===== src/rtl/hazard_ctrl_pipeline_pkg.sv =====
// Shared definitions for the 5-stage MIPS pipeline control slice.
// Contents:
//   - opcode and funct field constants used by the pipeline decode
//   - next-PC select encodings driven by the hazard controller
//   - state encoding for the multiply/divide sequencer FSM
//   - reg_match helper used by every hazard comparator
package mips_pipe_pkg;

  localparam logic [5:0] OP_R_FORMAT = 6'd0;
  localparam logic [5:0] OP_J        = 6'd2;
  localparam logic [5:0] OP_BEQ      = 6'd4;
  localparam logic [5:0] OP_ADDIU    = 6'd9;
  localparam logic [5:0] OP_LW       = 6'd35;
  localparam logic [5:0] OP_SW       = 6'd43;

  localparam logic [5:0] FN_NOP      = 6'd0;
  localparam logic [5:0] FN_MFHI     = 6'd16;
  localparam logic [5:0] FN_MFLO     = 6'd18;
  localparam logic [5:0] FN_MULTU    = 6'd25;
  localparam logic [5:0] FN_DIVU     = 6'd27;

  localparam logic [1:0] PC_SEL_SEQ  = 2'b00;
  localparam logic [1:0] PC_SEL_BR   = 2'b01;
  localparam logic [1:0] PC_SEL_JMP  = 2'b10;

  typedef enum logic {
    MD_IDLE = 1'b0,
    MD_BUSY = 1'b1
  } md_state_e;

  // A producer destination collides with the instruction in ID when it names
  // rs, or names rt and rt is actually read. Register $0 is hard-wired to
  // zero, so writes to it can never create a dependency.
  function automatic logic reg_match(input logic [4:0] dst,
                                     input logic [4:0] rs,
                                     input logic [4:0] rt,
                                     input logic       uses_rt);
    return (dst != 5'd0) && ((dst == rs) || (uses_rt && (dst == rt)));
  endfunction

endpackage


===== src/rtl/hazard_ctrl_pipeline_if.sv =====
// Bundle of the signals exchanged between the pipeline datapath and the
// hazard controller.
// Modports:
//   master - pipeline side: drives decoded ID info and EX/MEM destinations,
//            receives enables, flush, PC select, MD handshake and counter
//   slave  - hazard controller side (mirror of master)
// Parameter CNT_W sets the width of the stall_cycles counter.
interface hazard_ctrl_pipeline_if #(
  parameter int CNT_W = 32
);

  logic [4:0]       id_rs;
  logic [4:0]       id_rt;
  logic             id_uses_rt;
  logic             id_branch;
  logic             id_jump;
  logic             id_taken;
  logic             id_md_start;
  logic             id_md_use;
  logic             ex_reg_write;
  logic             ex_mem_read;
  logic [4:0]       ex_dst;
  logic             mem_mem_read;
  logic [4:0]       mem_dst;

  logic             pc_write;
  logic             ifid_write;
  logic             idex_bubble;
  logic             if_flush;
  logic [1:0]       pc_sel;
  logic             md_go;
  logic             md_busy;
  logic             md_done;
  logic [CNT_W-1:0] stall_cycles;

  modport master (
    output id_rs, id_rt, id_uses_rt, id_branch, id_jump, id_taken,
           id_md_start, id_md_use, ex_reg_write, ex_mem_read, ex_dst,
           mem_mem_read, mem_dst,
    input  pc_write, ifid_write, idex_bubble, if_flush, pc_sel,
           md_go, md_busy, md_done, stall_cycles
  );

  modport slave (
    input  id_rs, id_rt, id_uses_rt, id_branch, id_jump, id_taken,
           id_md_start, id_md_use, ex_reg_write, ex_mem_read, ex_dst,
           mem_mem_read, mem_dst,
    output pc_write, ifid_write, idex_bubble, if_flush, pc_sel,
           md_go, md_busy, md_done, stall_cycles
  );

endinterface


===== src/rtl/hazard_ctrl_pipeline_md_seq.sv =====
// Sequencer for the multi-cycle MULTU/DIVU unit.
// Ports:
//   clk      - pipeline clock
//   rst      - synchronous active-high reset; also masks busy/done at once
//   start_ok - a MULTU/DIVU sits in ID and the pipeline is not stalled
//   md_go    - one-cycle start pulse to the MD unit
//   md_busy  - MD unit is executing (MD_CYCLES cycles after md_go)
//   md_done  - high in the last busy cycle
module md_seq
  import mips_pipe_pkg::*;
#(
  parameter int MD_CYCLES = 32
) (
  input  logic clk,
  input  logic rst,
  input  logic start_ok,
  output logic md_go,
  output logic md_busy,
  output logic md_done
);

  localparam int CW = 6;
  localparam logic [CW-1:0] CNT_LOAD = CW'(MD_CYCLES - 1);

  md_state_e     state_q, state_d;
  logic [CW-1:0] cnt_q, cnt_d;

  // Next-state and output decode. The counter is loaded with MD_CYCLES-1 on
  // the go cycle and busy ends on the cycle where it reads zero, so busy spans
  // exactly MD_CYCLES cycles. Busy and done are masked by reset so that a
  // reset in the middle of an operation drops them in the same cycle and no
  // done pulse escapes.
  always_comb begin
    state_d = state_q;
    cnt_d   = cnt_q;
    md_go   = 1'b0;
    md_busy = (state_q == MD_BUSY) && !rst;
    md_done = md_busy && (cnt_q == '0);
    case (state_q)
      MD_IDLE: begin
        if (start_ok && !rst) begin
          md_go   = 1'b1;
          cnt_d   = CNT_LOAD;
          state_d = MD_BUSY;
        end
      end
      MD_BUSY: begin
        if (cnt_q == '0) begin
          state_d = MD_IDLE;
        end else begin
          cnt_d = cnt_q - 1'b1;
        end
      end
      default: begin
        state_d = MD_IDLE;
      end
    endcase
  end

  // State and latency counter registers with synchronous reset.
  always_ff @(posedge clk) begin
    if (rst) begin
      state_q <= MD_IDLE;
      cnt_q   <= '0;
    end else begin
      state_q <= state_d;
      cnt_q   <= cnt_d;
    end
  end

endmodule


===== src/rtl/hazard_ctrl_pipeline.sv =====
// Stall/flush controller for the 5-stage MIPS pipeline.
// Ports:
//   clk - pipeline clock
//   rst - synchronous active-high reset
//   bus - hazard_ctrl_pipeline_if.slave: decoded ID control, EX/MEM
//         destinations in; PC/IF-ID/ID-EX enables, IF flush, next-PC select,
//         MD go/busy/done and the saturating stall_cycles counter out
// All enable/flush/select outputs are combinational so a hazard is acted on
// in the very cycle it appears in ID.
module hazard_ctrl_pipeline
  import mips_pipe_pkg::*;
#(
  parameter int MD_CYCLES = 32,
  parameter int CNT_W     = 32
) (
  input logic                 clk,
  input logic                 rst,
  hazard_ctrl_pipeline_if.slave bus
);

  logic             br;
  logic             ex_match;
  logic             mem_match;
  logic             load_use;
  logic             br_alu;
  logic             br_load;
  logic             data_stall;
  logic             md_stall;
  logic             stall;
  logic             start_ok;
  logic             md_go;
  logic             md_busy;
  logic             md_done;
  logic [CNT_W-1:0] stall_cnt_q, stall_cnt_d;

  // Hazard detection. A BEQ resolves in ID, so it needs its operands one
  // stage earlier than an ALU consumer: an ALU result in EX costs one stall,
  // and a load costs two (load-use first, then branch-load from MEM). A jump
  // also raises id_branch, so br excludes it from the branch hazards.
  always_comb begin
    br         = bus.id_branch && !bus.id_jump;
    ex_match   = reg_match(bus.ex_dst, bus.id_rs, bus.id_rt, bus.id_uses_rt);
    mem_match  = reg_match(bus.mem_dst, bus.id_rs, bus.id_rt, bus.id_uses_rt);
    load_use   = bus.ex_mem_read && ex_match;
    br_alu     = br && bus.ex_reg_write && ex_match;
    br_load    = br && bus.mem_mem_read && mem_match;
    data_stall = load_use || br_alu || br_load;
    md_stall   = md_busy && (bus.id_md_use || bus.id_md_start);
    stall      = data_stall || md_stall;
    start_ok   = bus.id_md_start && !stall;
  end

  md_seq #(
    .MD_CYCLES (MD_CYCLES)
  ) u_md_seq (
    .clk      (clk),
    .rst      (rst),
    .start_ok (start_ok),
    .md_go    (md_go),
    .md_busy  (md_busy),
    .md_done  (md_done)
  );

  // Pipeline control with priority reset > stall > jump > branch. During a
  // stall any jump or branch in ID is ignored; it stays in ID and is looked
  // at again next cycle. Reset holds the front end frozen and flushes IF/ID.
  always_comb begin
    bus.pc_write    = 1'b1;
    bus.ifid_write  = 1'b1;
    bus.idex_bubble = 1'b0;
    bus.if_flush    = 1'b0;
    bus.pc_sel      = PC_SEL_SEQ;
    if (rst) begin
      bus.pc_write    = 1'b0;
      bus.ifid_write  = 1'b0;
      bus.idex_bubble = 1'b1;
      bus.if_flush    = 1'b1;
    end else if (stall) begin
      bus.pc_write    = 1'b0;
      bus.ifid_write  = 1'b0;
      bus.idex_bubble = 1'b1;
    end else if (bus.id_branch && bus.id_jump) begin
      bus.pc_sel   = PC_SEL_JMP;
      bus.if_flush = 1'b1;
    end else if (br && bus.id_taken) begin
      bus.pc_sel   = PC_SEL_BR;
      bus.if_flush = 1'b1;
    end
  end

  // MD handshake is passed straight through from the sequencer.
  always_comb begin
    bus.md_go   = md_go;
    bus.md_busy = md_busy;
    bus.md_done = md_done;
  end

  // Stall-cycle performance counter. It sticks at all-ones rather than
  // wrapping so that a long run never reports a misleadingly small value.
  always_comb begin
    stall_cnt_d = stall_cnt_q;
    if (stall && !(&stall_cnt_q)) begin
      stall_cnt_d = stall_cnt_q + 1'b1;
    end
    bus.stall_cycles = stall_cnt_q;
  end

  always_ff @(posedge clk) begin
    if (rst) begin
      stall_cnt_q <= '0;
    end else begin
      stall_cnt_q <= stall_cnt_d;
    end
  end

endmodule


===== src/flat_wrapper.sv =====
// flat-port wrapper written by rule: the top's interface ports become plain ports
module hazard_ctrl_pipeline_flat import mips_pipe_pkg::*;
#(
  parameter int MD_CYCLES = 32,
  parameter int CNT_W     = 32
)
  (clk, rst, bus_id_rs, bus_id_rt, bus_id_uses_rt, bus_id_branch, bus_id_jump, bus_id_taken, bus_id_md_start, bus_id_md_use, bus_ex_reg_write, bus_ex_mem_read, bus_ex_dst, bus_mem_mem_read, bus_mem_dst, bus_pc_write, bus_ifid_write, bus_idex_bubble, bus_if_flush, bus_pc_sel, bus_md_go, bus_md_busy, bus_md_done, bus_stall_cycles);
  hazard_ctrl_pipeline_if #(.CNT_W(CNT_W)) bus_i ();
  input logic clk;
  input logic rst;
  input wire logic [$bits(bus_i.id_rs)-1:0] bus_id_rs;
  input wire logic [$bits(bus_i.id_rt)-1:0] bus_id_rt;
  input wire logic [$bits(bus_i.id_uses_rt)-1:0] bus_id_uses_rt;
  input wire logic [$bits(bus_i.id_branch)-1:0] bus_id_branch;
  input wire logic [$bits(bus_i.id_jump)-1:0] bus_id_jump;
  input wire logic [$bits(bus_i.id_taken)-1:0] bus_id_taken;
  input wire logic [$bits(bus_i.id_md_start)-1:0] bus_id_md_start;
  input wire logic [$bits(bus_i.id_md_use)-1:0] bus_id_md_use;
  input wire logic [$bits(bus_i.ex_reg_write)-1:0] bus_ex_reg_write;
  input wire logic [$bits(bus_i.ex_mem_read)-1:0] bus_ex_mem_read;
  input wire logic [$bits(bus_i.ex_dst)-1:0] bus_ex_dst;
  input wire logic [$bits(bus_i.mem_mem_read)-1:0] bus_mem_mem_read;
  input wire logic [$bits(bus_i.mem_dst)-1:0] bus_mem_dst;
  output wire logic [$bits(bus_i.pc_write)-1:0] bus_pc_write;
  output wire logic [$bits(bus_i.ifid_write)-1:0] bus_ifid_write;
  output wire logic [$bits(bus_i.idex_bubble)-1:0] bus_idex_bubble;
  output wire logic [$bits(bus_i.if_flush)-1:0] bus_if_flush;
  output wire logic [$bits(bus_i.pc_sel)-1:0] bus_pc_sel;
  output wire logic [$bits(bus_i.md_go)-1:0] bus_md_go;
  output wire logic [$bits(bus_i.md_busy)-1:0] bus_md_busy;
  output wire logic [$bits(bus_i.md_done)-1:0] bus_md_done;
  output wire logic [$bits(bus_i.stall_cycles)-1:0] bus_stall_cycles;
  assign bus_i.id_rs = bus_id_rs;
  assign bus_i.id_rt = bus_id_rt;
  assign bus_i.id_uses_rt = bus_id_uses_rt;
  assign bus_i.id_branch = bus_id_branch;
  assign bus_i.id_jump = bus_id_jump;
  assign bus_i.id_taken = bus_id_taken;
  assign bus_i.id_md_start = bus_id_md_start;
  assign bus_i.id_md_use = bus_id_md_use;
  assign bus_i.ex_reg_write = bus_ex_reg_write;
  assign bus_i.ex_mem_read = bus_ex_mem_read;
  assign bus_i.ex_dst = bus_ex_dst;
  assign bus_i.mem_mem_read = bus_mem_mem_read;
  assign bus_i.mem_dst = bus_mem_dst;
  assign bus_pc_write = bus_i.pc_write;
  assign bus_ifid_write = bus_i.ifid_write;
  assign bus_idex_bubble = bus_i.idex_bubble;
  assign bus_if_flush = bus_i.if_flush;
  assign bus_pc_sel = bus_i.pc_sel;
  assign bus_md_go = bus_i.md_go;
  assign bus_md_busy = bus_i.md_busy;
  assign bus_md_done = bus_i.md_done;
  assign bus_stall_cycles = bus_i.stall_cycles;
  hazard_ctrl_pipeline #(.MD_CYCLES(MD_CYCLES), .CNT_W(CNT_W)) u_core (.clk(clk), .rst(rst), .bus(bus_i));
endmodule

===== config.mk =====
export PLATFORM = sky130hd
export DESIGN_NAME = hazard_ctrl_pipeline_flat
export DESIGN_NICKNAME = d
export VERILOG_FILES = /design/src/rtl/hazard_ctrl_pipeline_pkg.sv /design/src/rtl/hazard_ctrl_pipeline_if.sv /design/src/rtl/hazard_ctrl_pipeline_md_seq.sv /design/src/rtl/hazard_ctrl_pipeline.sv /design/src/flat_wrapper.sv
export SDC_FILE = /design/constraint.sdc
export NUM_CORES = 1
export LEC_CHECK = 0
export CAP_MARGIN = 20
export CORE_MARGIN = 3
export CORE_UTILIZATION = 52
export CTS_CLUSTER_DIAMETER = 40
export DETAILED_ROUTE_END_ITERATION = 6
export PLACE_DENSITY_LB_ADDON = 0.15
export SLEW_MARGIN = 20
export SYNTH_ARGS = -nofsm -noshare
export SYNTH_HDL_FRONTEND = slang
export SYNTH_SLANG_ARGS = --single-unit

===== constraint.sdc =====
create_clock -name clk -period 4.5 [get_ports clk]
set_input_delay 0.675 -clock clk [delete_from_list [all_inputs] [get_ports clk]]
set_output_delay 0.675 -clock clk [all_outputs]
set_load 0.05 [all_outputs]

Word level (Yosys, flattened, before mapping)
Index checks and enable logic that the tools add are counted. W data, S select, Z words.

Register bits after elaboration: 39. Latch bits: 0. Bits in writable memories: 0. Bits in read-only memories: 0. Bits of input ports: 31. Output and inout port bits: 41. Word-level logic and storage cells: 64. Memories kept: 0.

$add $sub $neg: 2. Multipliers: 0. Div/mod/pow operators: 0. $lt $le $gt $ge: 0. Eq/ne operators: 6. Shifts and indexed selects: 0. Multiplexer cells: 19. Bitwise gates (word level): 1. Reduce and logical (&&, ||, !) cells: 33.

Operators by type and width (number): $add A32 B1 Y32 const B (1); $reduce_and A32 Y1 (1); $eq A5 B5 Y1 (4); $logic_and A1 B1 Y1 (18); $mux W1 (12); $mux W6 (2); $pmux W6 S2 (1); $reduce_bool A5 Y1 (2); $logic_not A6 Y1 (1); $logic_or A1 B1 Y1 (6); $mux W2 (3); $sub A6 B1 Y6 const B (1); $logic_not A1 Y1 (4); $ne A2 B2 Y1 const B (2); $pmux W1 S2 (1); $reduce_and A2 Y1 (1); $not A1 Y1 (1).

Longest topological paths before layout
Gate-level depths: netlist (run 1).

Depth in word-level cells: 13. Mapped depth: 10. Mapped depth without buffers: 8.

Cells and area by module
Synthesis (run 1) repeated with hierarchy kept, for this count alone.

Cells, all modules: 308. Area, all modules: 2526.2 um2.

By module, submodules not included: hazard_ctrl_pipeline (instances 1, cells an instance 260, area each 2113.3 um2, seq. area each 640.6 um2); md_seq (instances 1, cells an instance 48, area each 412.9 um2, seq. area each 140.1 um2).

Worst setup path after synthesis (run 1)
Ideal clock, no wire load.

Kind: input to output. Start: in bus_mem_dst[0]. End: out bus_md_go. Data arrival time: 3.459 ns. Required time: 3.825 ns. Path slack: 0.366 ns. Stages on the path: 8. Buffers on the path: 2. Cells stage by stage: or4_1 o211ai_1 o32ai_2 nor2_2 buf_6 buf_6 nand2_1 nor3b_1.

Cells in the longest elaborated chain, start to end: 12. Elaborated cells on any way between the ends: 14. Classes of those cells: 2 x eq/ne; 2 x mux; 10 x reduce/logical.

RTL lines: start: declaration (line flat_wrapper.sv:23) `input wire logic [$bits(bus_i.mem_dst)-1:0] bus_mem_dst;`; $eq A5 B5 Y1 (line hazard_ctrl_pipeline_pkg.sv:38) `return (dst != 5'd0) && ((dst == rs) || (uses_rt && (dst == rt)));`; $logic_and A1 B1 Y1 (line hazard_ctrl_pipeline_pkg.sv:38); $logic_or A1 B1 Y1 (line hazard_ctrl_pipeline_pkg.sv:38); $logic_and A1 B1 Y1 * (line hazard_ctrl_pipeline_pkg.sv:38); $logic_and A1 B1 Y1 * (line hazard_ctrl_pipeline.sv:46) `br_load = br && bus.mem_mem_read && mem_match;`; $logic_or A1 B1 Y1 * (line hazard_ctrl_pipeline.sv:47) `data_stall = load_use || br_alu || br_load;`; $logic_or A1 B1 Y1 * (line hazard_ctrl_pipeline.sv:49) `stall = data_stall || md_stall;`; $logic_not A1 Y1 * (line hazard_ctrl_pipeline.sv:50) `start_ok = bus.id_md_start && !stall;`; $logic_and A1 B1 Y1 * (line hazard_ctrl_pipeline.sv:50); $logic_and A1 B1 Y1 * (line hazard_ctrl_pipeline_md_seq.sv:41) `if (start_ok && !rst) begin`; $mux W1 * (line hazard_ctrl_pipeline_md_seq.sv:41); $mux W1 * (line hazard_ctrl_pipeline_md_seq.sv:39) `case (state_q)`; end: declaration (line flat_wrapper.sv:29) `output wire logic [$bits(bus_i.md_go)-1:0] bus_md_go;`.

Mark *: on every way between the ends. The rest lies on a longest branch, timed or not.

Final worst setup path (run 1)
Start: in bus_mem_dst[0]. End: out bus_if_flush.

Cells in the longest elaborated chain, start to end: 9. Elaborated cells on any way between the ends: 11. Classes of those cells: 2 x eq/ne; 2 x mux; 7 x reduce/logical.

RTL lines: $eq A5 B5 Y1 (line hazard_ctrl_pipeline_pkg.sv:38); $logic_and A1 B1 Y1 (line hazard_ctrl_pipeline_pkg.sv:38); $logic_or A1 B1 Y1 (line hazard_ctrl_pipeline_pkg.sv:38); $logic_and A1 B1 Y1 * (line hazard_ctrl_pipeline_pkg.sv:38); $logic_and A1 B1 Y1 * (line hazard_ctrl_pipeline.sv:46); $logic_or A1 B1 Y1 * (line hazard_ctrl_pipeline.sv:47); $logic_or A1 B1 Y1 * (line hazard_ctrl_pipeline.sv:49); $mux W1 * (line hazard_ctrl_pipeline.sv:78) `end else if (stall) begin`; $mux W1 * (line hazard_ctrl_pipeline.sv:73) `if (rst) begin`; end: declaration (line flat_wrapper.sv:27) `output wire logic [$bits(bus_i.if_flush)-1:0] bus_if_flush;`.

Marked as above.

==> results.md, run 1 <==
- The total global routing track utilization is 23.25%.
- Summing every instance area after synthesis gives 2505 sq um.
- The maximum single-stage delay on the critical path is roughly 570 ps.
- Setup repair after global routing left no endpoint under its margin.
- The most common cell in the synthesized netlist is sky130_fd_sc_hd__dfxtp_1.
- Global routing used 30.72% of the available met1 tracks.
- Routability-driven placement finished with a final weighted congestion of 0.8112.
- The worst slack at placement is 686.2 ps.
- The total wire length after detailed routing is 6552 um.
- The part of the total power dissipated in the clock network is 28.8%.
- After global routing, the most crowded layer is met2.
- The first global-routing pass estimated around 10000 um of wire.
- In the synthesized netlist, the cells that appear most often are sky130_fd_sc_hd__dfxtp_1, sky130_fd_sc_hd__a21oi_1, sky130_fd_sc_hd__nor2_1, sky130_fd_sc_hd__nand2_1, sky130_fd_sc_hd__nand3_1.
- For the finished layout, the period the worst path requires is 3836 ps.
- The switching power is 215.1 uW.
- Per report_power, the sequential group accounts for just under 50% of the total.
- In the final layout, the share of cells above drive strength 1 is under 10%.
- Setup violations remaining at the end of the flow were counted as 0.
- The CTS tree is built.
- The mean instance size in the synthesized netlist is 8.159 sq um.
- The number of inserted filler cells in the final layout is roughly 370.
- The master cell of the clock root buffer is sky130_fd_sc_hd__clkbuf_8.
- Dividing the detail-routed wire length by the instance count gives between 15 and 20 um.
- The initial utilization of the core area, before any placement, comes to ~56%.
- The global-route congestion overflow total is 0.
- At the later pin of the worst-skew pair, clock insertion delay measures about 280 ps.
- During synthesis, Yosys emitted a total of 0 warnings.
- Internal power comes to roughly 530 uW.
- Counting every instance in the synthesized netlist gives 307.
- Post-CTS timing repair inserted 0 buffers for setup.
- Of the post-synthesis cell area, the dominant cell type holds 31.17%.
- When the netlist entered floorplanning its net count stood at 340.
- The cts-stage hold buffer count is 0.
- The HPWL after detailed placement is 4785 um.
- Across the routed clock network, the largest skew measured is 5.383 ps.
- STA puts the critical path data required time at ~3800 ps.
- For this design the top-level I/O count stands at 72.
- The unique cell type count in the Yosys netlist is 48.
- The initial antenna violation count is 0.
- The clock tree synthesis step divided the H-tree into 2 levels.
- The largest net degree at the start of global routing is 56.
- The tool flagged a number of max-cap violations equal to 0.
- Summed over all failing endpoints, the final setup total negative slack is 0 ps.
- Clock tree synthesis inserted a total of 5 buffers.
- The final number of hold-violating endpoints is 0.
- In this run the vertical extent of the chip is 75.41 um.
- Input and output buffers added on the ports amount to about 70.
- The switching share of power is 28.91%.
- The critical path goes through clkdlybuf4s50_1 > or4_1 > o211ai_1 > o32ai_2 > nor2_4 > buf_4 > o211ai_1 > nand2_1 > buf_12.
- The detailed router finished its first iteration with 132 violations.
- From left edge to right edge, the die measures 75.41 um.
- The normalized max-slew margin is 30.49%.
- Synthesis inferred 39 register bits.
- Dividing the final minimum period by the clock period gives 85.25%.
- The floorplan step defined a die boundary enclosing approximately 5700 sq um.
- Yosys mapped a number of flops with a built-in enable equal to 0.
- The count of nets left with antenna violations after detail routing is 0.
- The via density per instance is 6.052.
- The sequential cell area is 780.7 sq um.
- The startpoint kind of the worst setup timing path is an input pin.
- The number of instances resized during post-cts repair is 0.
- Summing internal, switching and leakage power gives between 700 and 800 uW.
- Leaving out filler cells and counting taps, the final layout contains 421.
- The number of global-route vias before repair was 2292.
- For this run, the top clock speed supported by timing is 260.7 MHz.
- The type of the setup path with the least slack is in -> out.
- The leakage power is 1.122 nW.
- The total number of vias is between 2000 and 3000.
- The async set-reset flop share out of synthesis is 0%.
- The most repeated library cell on the critical path is sky130_fd_sc_hd__o211ai_1.
- The number of cells in the design after placement is 415.
- The final routed DRC violation total is 0.
- The worst setup path is captured at an output port.
- The worst-case IR drop observed on VDD is 0.1995 mV.
- The total number of nets in the final design is between 400 and 500.
- The number of standard-cell rows in the floorplan is 24.
- After synthesis, flip-flops and latches occupy ~31% of the total area.
- The region available for standard cell placement spans 4504 sq um.
- Among all stages on the critical path, the largest delay is contributed by sky130_fd_sc_hd__or4_1.
- The worst setup slack after layout is around 660 ps.
- For met2 alone, demand over resource in global routing was about 40%.
- The actual transition at the worst max-transition pin is 1040 ps.
- Clock-pin slew was measured on the worst setup and hold paths at 70 ps.
- The most used flip-flop cell after synthesis is sky130_fd_sc_hd__dfxtp_1.
- The power share of the combinational group is 22.2%.
- The number of antenna diodes in the final layout is 0.
- The cell accounting for the most synthesized area is sky130_fd_sc_hd__dfxtp_1.
- The met3 track utilization from global routing is 4.485%.
- The deepest clock path buffer count is 2.
- Summing all multi-input logic gate instances after layout gives 1588 sq um.
- The number of sinks handled by clock tree synthesis is 39.
- The power per standard cell area is 223.9 nW/um^2.
- The run finished with clean final reports.
- In this run the worst hold path is classified as reg -> reg.
- The area growth from synthesis to layout is 32.67%.
- The number of iterations in the first detailed-routing pass is 4.
- The max-slew violation count is 0.
- For the worst setup path, the data arrival time is 3160 ps.
- By area the synthesized netlist is led by sky130_fd_sc_hd__dfxtp_1, sky130_fd_sc_hd__xor2_1, sky130_fd_sc_hd__or4_1, sky130_fd_sc_hd__a21oi_1, sky130_fd_sc_hd__o31ai_1.
- Of all nets on the critical path, the largest fanout is 55.
==> critical path, delay by kind of cell <==
family / cells / cell delay, ps
AND/OR/NAND/NOR: 3 / 840
AO/OA/AOI/OAI: 3 / 580
buffers and inverters: 3 / 1050
==> logic make-up (layout without fill, tap and decap cells) <==
family                     after synthesis  count (layout)  share of synthesized area, %
AOI/OAI and AO/OA                       63              63                         16.93
xor gates and xnor gates                20              20                         6.993
adders and majority gates                2               2                        0.9988
buffers and inverters                   26              88                         5.644
DFF                                     39              39                         31.17
muxes                                    9               9                         3.996
and+or+nand+nor                        148             148                         34.27
==> final timing paths <==
path / startpoint / end / slack (ps) / cells past startpoint
worst max-delay path: bus_mem_dst[0] / bus_if_flush / 660 / 9
worst min-delay path: u_core.u_md_seq.cnt_q[4]$_SDFFE_PP0P_ / u_core.u_md_seq.cnt_q[4]$_SDFFE_PP0P_ / 500 / 1
worst max register to register: u_core.bus.stall_cycles[3]$_SDFFE_PP0P_ / u_core.bus.stall_cycles[3]$_SDFFE_PP0P_ / 2020 / 5
worst min register to register: u_core.u_md_seq.cnt_q[4]$_SDFFE_PP0P_ / u_core.u_md_seq.cnt_q[4]$_SDFFE_PP0P_ / 500 / 1
==> per-layer routing <==
layer	routed length, um	vias up
met2	3292	90
met5	0	-
met1	2825	1177
met3	406	2
li1	-	1279
met4	27	0
==> cells in the final DEF (no fill, tap or decap), types with 3 or more instances in the layout <==
cell and count:
sky130_fd_sc_hd__o21ai_0 7, sky130_fd_sc_hd__dfxtp_1 39, sky130_fd_sc_hd__or3_1 3, sky130_fd_sc_hd__buf_4 3
sky130_fd_sc_hd__mux2_2 7, sky130_fd_sc_hd__xor2_1 18, sky130_fd_sc_hd__o211ai_1 3, sky130_fd_sc_hd__clkdlybuf4s50_1 64
sky130_fd_sc_hd__nor4_1 5, sky130_fd_sc_hd__nand4_1 8, sky130_fd_sc_hd__nor2_1 23, sky130_fd_sc_hd__nand2_1 22
sky130_fd_sc_hd__o31ai_1 15, sky130_fd_sc_hd__clkbuf_8 5, sky130_fd_sc_hd__and3_1 12, sky130_fd_sc_hd__nor2b_1 9
sky130_fd_sc_hd__nand3_1 20, sky130_fd_sc_hd__buf_12 6, sky130_fd_sc_hd__a21oi_1 24, sky130_fd_sc_hd__and4_1 4
sky130_fd_sc_hd__nor3b_1 5, sky130_fd_sc_hd__or4_1 17, sky130_fd_sc_hd__nor3_1 9, sky130_fd_sc_hd__inv_1 9
==> state kept, by name, indices dropped and copies added, names as in the netlist <==
register,flops
u_core.bus.stall_cycles,32
u_core.u_md_seq.state_q,1
u_core.u_md_seq.cnt_q,6
==> power by group through the flow <==
stage | Combinational [mW] | Sequential (mW) | Clock (mW)
CTS | 0.166 | 0.364 | 0.219
global placement | 0.161 | 0.372 | 0
detailed placement | 0.165 | 0.372 | 0
finish | 0.165 | 0.364 | 0.214
global route | 0.180 | 0.366 | 0.228
floorplan | 0.0961 | 0.374 | 0
==> through the flow <==
step	hold WS [ps]	cell area, sq um	util, %
detailed placement	485.5	3251	72.17
global placement	476.3	3251	72.17
finish	496.1	3323	73.78
floorplan	456.5	2505	-
CTS	495.6	3323	73.78
global route	514.5	3323	73.78
==> final cells by class <==
class	count	share of cell area (%)
multi-input combinational	242	47.78
timing repair buffer	73	23.57
sequential	39	23.49
clock buffer	6	2.184
tap	52	1.958
inverter	9	1.017
Power figures use the tool's default switching activity.
==> run 2: changes to the inputs <==
CAP_MARGIN = unset   (was 20)
==> results of run 2 <==
The final DEF is identical to that of run 1; final timing and power are the same.
==> run 3: changes to the inputs <==
ABC_AREA = 1   (was unset)
ABC_CLOCK_PERIOD_IN_PS = 4500   (was unset)
CORE_UTILIZATION = 54   (was 52)
==> run 3 against run 2 <==
Compared with the run above:
- critical path type unchanged
- critical endpoint is now bus_pc_sel[1]
- fmax is 7.3% higher
- largest power group unchanged
- critical path depth did not move
- sequential share of layout area down 2.2 points
- combinational power is 13% higher
- synthesized area grew 14%
- clock skew grew 3.4 ps
- non-clock buffer count is 1 lower
- synthesized cell count rose by 55%
- wire length rose by 18%
- cell area up 10%
==> results.md, run 3 <==
- The run finished with clean final reports.
- The critical path's slowest cell is sky130_fd_sc_hd__clkdlybuf4s50_1.
- The top cell types in the final layout, fill and taps aside, are sky130_fd_sc_hd__nand2_1, sky130_fd_sc_hd__clkdlybuf4s50_1, sky130_fd_sc_hd__inv_1.
- The H-tree was split into 2 levels.
- The number of sinks handled by clock tree synthesis is 39.
- In this run switching power makes up 30.54% of total power.
- The cell-internal power is just under 600 uW.
- The final routed DRC violation total is 0.
- The number of iterations in the first detailed-routing pass is 4.
- 0 antenna diodes ended up in the layout.
- Once detail routing completed, the nets flagged for antenna violations numbered 0.
- The initial antenna violation count is 0.
- The worst setup path is of the in -> out kind.
- Compared with the post-synthesis result, the final layout area differs by 28.54%.
- In the synthesized netlist the async set-or-reset flop fraction comes to 0%.
- The max-slew violation count was 0.
- The flip-flop count of the largest register, all copies and words added is 32.
- The library cell used most frequently in the layout, excluding fill and tap cells, is sky130_fd_sc_hd__nand2_1.
- The tightest min-delay check is of the reg -> reg type.
- Leaving out filler cells and counting taps, the final layout contains 609.
- The setup TNS after final layout is 0 ps.
- The wire length per cell is 12.67 um.
- For the pin with the worst max-slew slack, the measured transition is 553.1 ps.
- Of the cells placed in the final design, the portion with a size suffix greater than 1 is 4.982%.
- For this block, the routed nets add up to 7717 um of wire.
- Per report_power, the sequential group accounts for between 40% and 50% of the total.
- The via density per instance is 5.207.
- Setup repair after global routing left no endpoint under its margin.
- Counting instances in the post-synthesis netlist gives the leading cell types as sky130_fd_sc_hd__nand2_1, sky130_fd_sc_hd__inv_1, sky130_fd_sc_hd__nor2_1, sky130_fd_sc_hd__dfxtp_1, sky130_fd_sc_hd__a21oi_1.
- The initial cell density of the core is 58.11%.
- During I/O placement, the number of pins put on the boundary was between 70 and 80.
- After the last flow step, the layout net total stands at approximately 570.
- The standard cell core area is 4911 sq um.
- The final number of hold-violating endpoints came to 0.
- The net count after synthesis is 508.
- The HPWL after detailed placement is 6101 um.
- The maximum single-stage delay on the critical path is 810 ps.
- The vertical extent of the die is about 79 um.
- Setup violations remaining at the end of the flow were counted as 0.
- The clock period could shrink to 3575 ps.
- The mean instance size in the synthesized netlist is ~6.0 sq um.
- The clock passes through at most 2 buffers.
- The number of instances resized during post-cts repair is 0.
- The synthesized netlist occupies a cell area of 2854 sq um.
- By area the synthesized netlist is led by sky130_fd_sc_hd__dfxtp_1, sky130_fd_sc_hd__nand2_1, sky130_fd_sc_hd__inv_1, sky130_fd_sc_hd__nor2_1, sky130_fd_sc_hd__a21oi_1.
- The number of global-route vias before repair is around 3000.
- The post-synthesis cell count is 475.
- Headroom to the max-slew limit came out at 62.85%.
- After synthesis, the largest area contributor takes up between 20 and 30% of total cell area.
- In this run the post-CTS setup repair buffer count came out at 0.
- The clock insertion delay at the later pin of the skew report is roughly 300 ps.
- Walking the worst path, the cells encountered are clkdlybuf4s50_1 > inv_1 > nand4_1 > o21ai_0 > inv_1 > a21oi_1 > nand3_1 > nor2_1 > clkdlybuf4s50_1.
- Buffers placed on the I/O ports in this run total 71.
- The final cycle utilization of the critical path is 79.45%.
- After global routing the overflow that remains totals 0.
- After clock tree synthesis, the clock-pin slew on the worst setup and hold paths is 80 ps.
- The placed instances occupy a cell area of 3556 sq um.
- After synthesis the netlist holds a flip-flop and latch count of 39.
- The part of the total power dissipated in the clock network is a little over a third.
- After detailed placement, the design holds a cell count of 601.
- The die footprint is 6194 sq um.
- Summed over all cells, the static leakage comes to approximately 1.5 nW.
- The wire length of the first global-routing pass is 13340 um.
- The worst-case IR drop observed on VDD is 0.1539 mV.
- Derived from the worst setup path, the maximum achievable clock frequency is 279.7 MHz.
- In this run the worst path has a maximum fanout of 4.
- The startpoint kind of the worst setup timing path is an input pin.
- The number of buffers added by the clock tree synthesis step is 5.
- The number of standard-cell rows in the floorplan is 25.
- The number of enable-type register cells in the synthesized netlist is 0.
- Global routing used 26.18% of the available tracks across all layers.
- The routability congestion estimate from global placement is about 0.96.
- The power share of the combinational group is 21.9%.
- The switching power is 259.5 uW.
- For the worst setup path, the data arrival time is 2900 ps.
- Yosys printed 0 warnings.
- The most used flip-flop cell after synthesis is sky130_fd_sc_hd__dfxtp_1.
- Measured along the x axis, the die boundary spans 78.70 um.
- The most frequently used cell type in the post-synthesis netlist is sky130_fd_sc_hd__nand2_1.
- The unique cell type count in the Yosys netlist is 27.
- The largest net degree at the start of global routing is 34.
- The detailed router's first-iteration violation count is 197.
- The endpoint type of the worst setup path is an output port.
- Summing the sequential cell areas from Yosys gives 27.36% of the chip area.
- Dividing total power by cell area gives a power density of 231.6 nW/um^2.
- The total number of vias is between 3000 and 4000.
- The master cell of the clock root buffer is sky130_fd_sc_hd__clkbuf_8.
- The required time of the critical path is ~3800 ps.
- The finished cells cover approximately 3700 sq um.
- Summed over all instances, the cell type with the most area after synthesis is sky130_fd_sc_hd__dfxtp_1.
- The CTS tree is built.
- Buffers inserted to repair hold after CTS numbered 0.
- The post-route clock skew is 8.741 ps.
- Across the run, the number of max-cap violations was 0.
-- run 3: cell count changes after synthesis, sizes merged, moves of 13 or more --
cell / previous run / this run
nand2: 22 / 172
o31ai: 15 / 0
a21oi: 24 / 37
or4: 17 / 0
inv: 9 / 58
nor2: 24 / 54
-- run 3: worst max-delay path, delay by kind of cell --
family / cells / cell delay (ps)
buffers and inverters: 4 / 1440
and+or+nand+nor: 3 / 410
AOI/OAI and AO/OA: 2 / 380
-- run 3: cells by family (layout without fill, tap and decap cells) --
kind of cell / after synthesis / count (layout) / synth area share, %
AOI/OAI and AO/OA: 50 / 50 / 8.943
xor gates and xnor gates: 31 / 31 / 9.513
adders and majority gates: 2 / 2 / 0.8767
buffers and inverters: 71 / 138 / 10.87
DFF: 39 / 39 / 27.36
and+or+nand+nor: 282 / 282 / 42.44
-- run 3: worst paths after layout --
kind	start	to	slack, ps	cells past startpoint
setup / recovery	bus_mem_dst[0]	bus_pc_sel[1]	920	9
hold / removal	u_core.bus.stall_cycles[16]$_SDFFE_PP0P_	u_core.bus.stall_cycles[16]$_SDFFE_PP0P_	510	2
setup reg to reg	u_core.bus.stall_cycles[1]$_SDFFE_PP0P_	u_core.bus.stall_cycles[1]$_SDFFE_PP0P_	2140	10
hold reg to reg	u_core.bus.stall_cycles[16]$_SDFFE_PP0P_	u_core.bus.stall_cycles[16]$_SDFFE_PP0P_	510	2
-- run 3: routing by layer --
| metal | up-vias | wire length [um] | track usage, % | share of wire (%) |
|---|---|---|---|---|
| li1 | 1620 | - | - | - |
| met1 | 1445 | 3280 | 31.16 | 43 |
| met2 | 92 | 3854 | 46.26 | 50 |
| met3 | 14 | 423 | 5.102 | 5.5 |
| met4 | 0 | 158 | 9.965 | 2.0 |
| met5 | - | 0 | 0 | 0 |
-- run 3: metrics by stage --
stage	total power [mW]	hold slack, ps	setup WS, ps	utilization (%)
6_report	0.8497	513.8	924.6	74.70
2_1_floorplan	0.5002	470.4	582.8	-
5_1_grt	0.8917	530.4	755.6	74.70
4_1_cts	0.8517	514.2	911.8	74.70
3_5_place_dp	0.5595	501.9	921.8	72.41
3_3_place_gp	0.5532	483.0	965.6	72.41
-- run 3: power groups by stage --
stage               Combinational [mW]  Sequential (mW)  Clock, mW
floorplan                        0.122            0.378          0
global placement                 0.180            0.373          0
detailed placement               0.186            0.374          0
CTS                              0.187            0.366      0.299
global route                     0.207            0.368      0.317
finish                           0.186            0.366      0.298
-- run 3: final cells by class --
type | instances | area (sq um)
Sequential cell | 39 | 780.7
Fill cell | 430 | 1242
Multi-Input combinational cell | 365 | 1763
Clock buffer | 5 | 68.82
Inverter | 58 | 217.7
Tap cell | 67 | 83.83
Clock inverter | 3 | 43.79
Timing Repair Buffer | 72 | 710.7
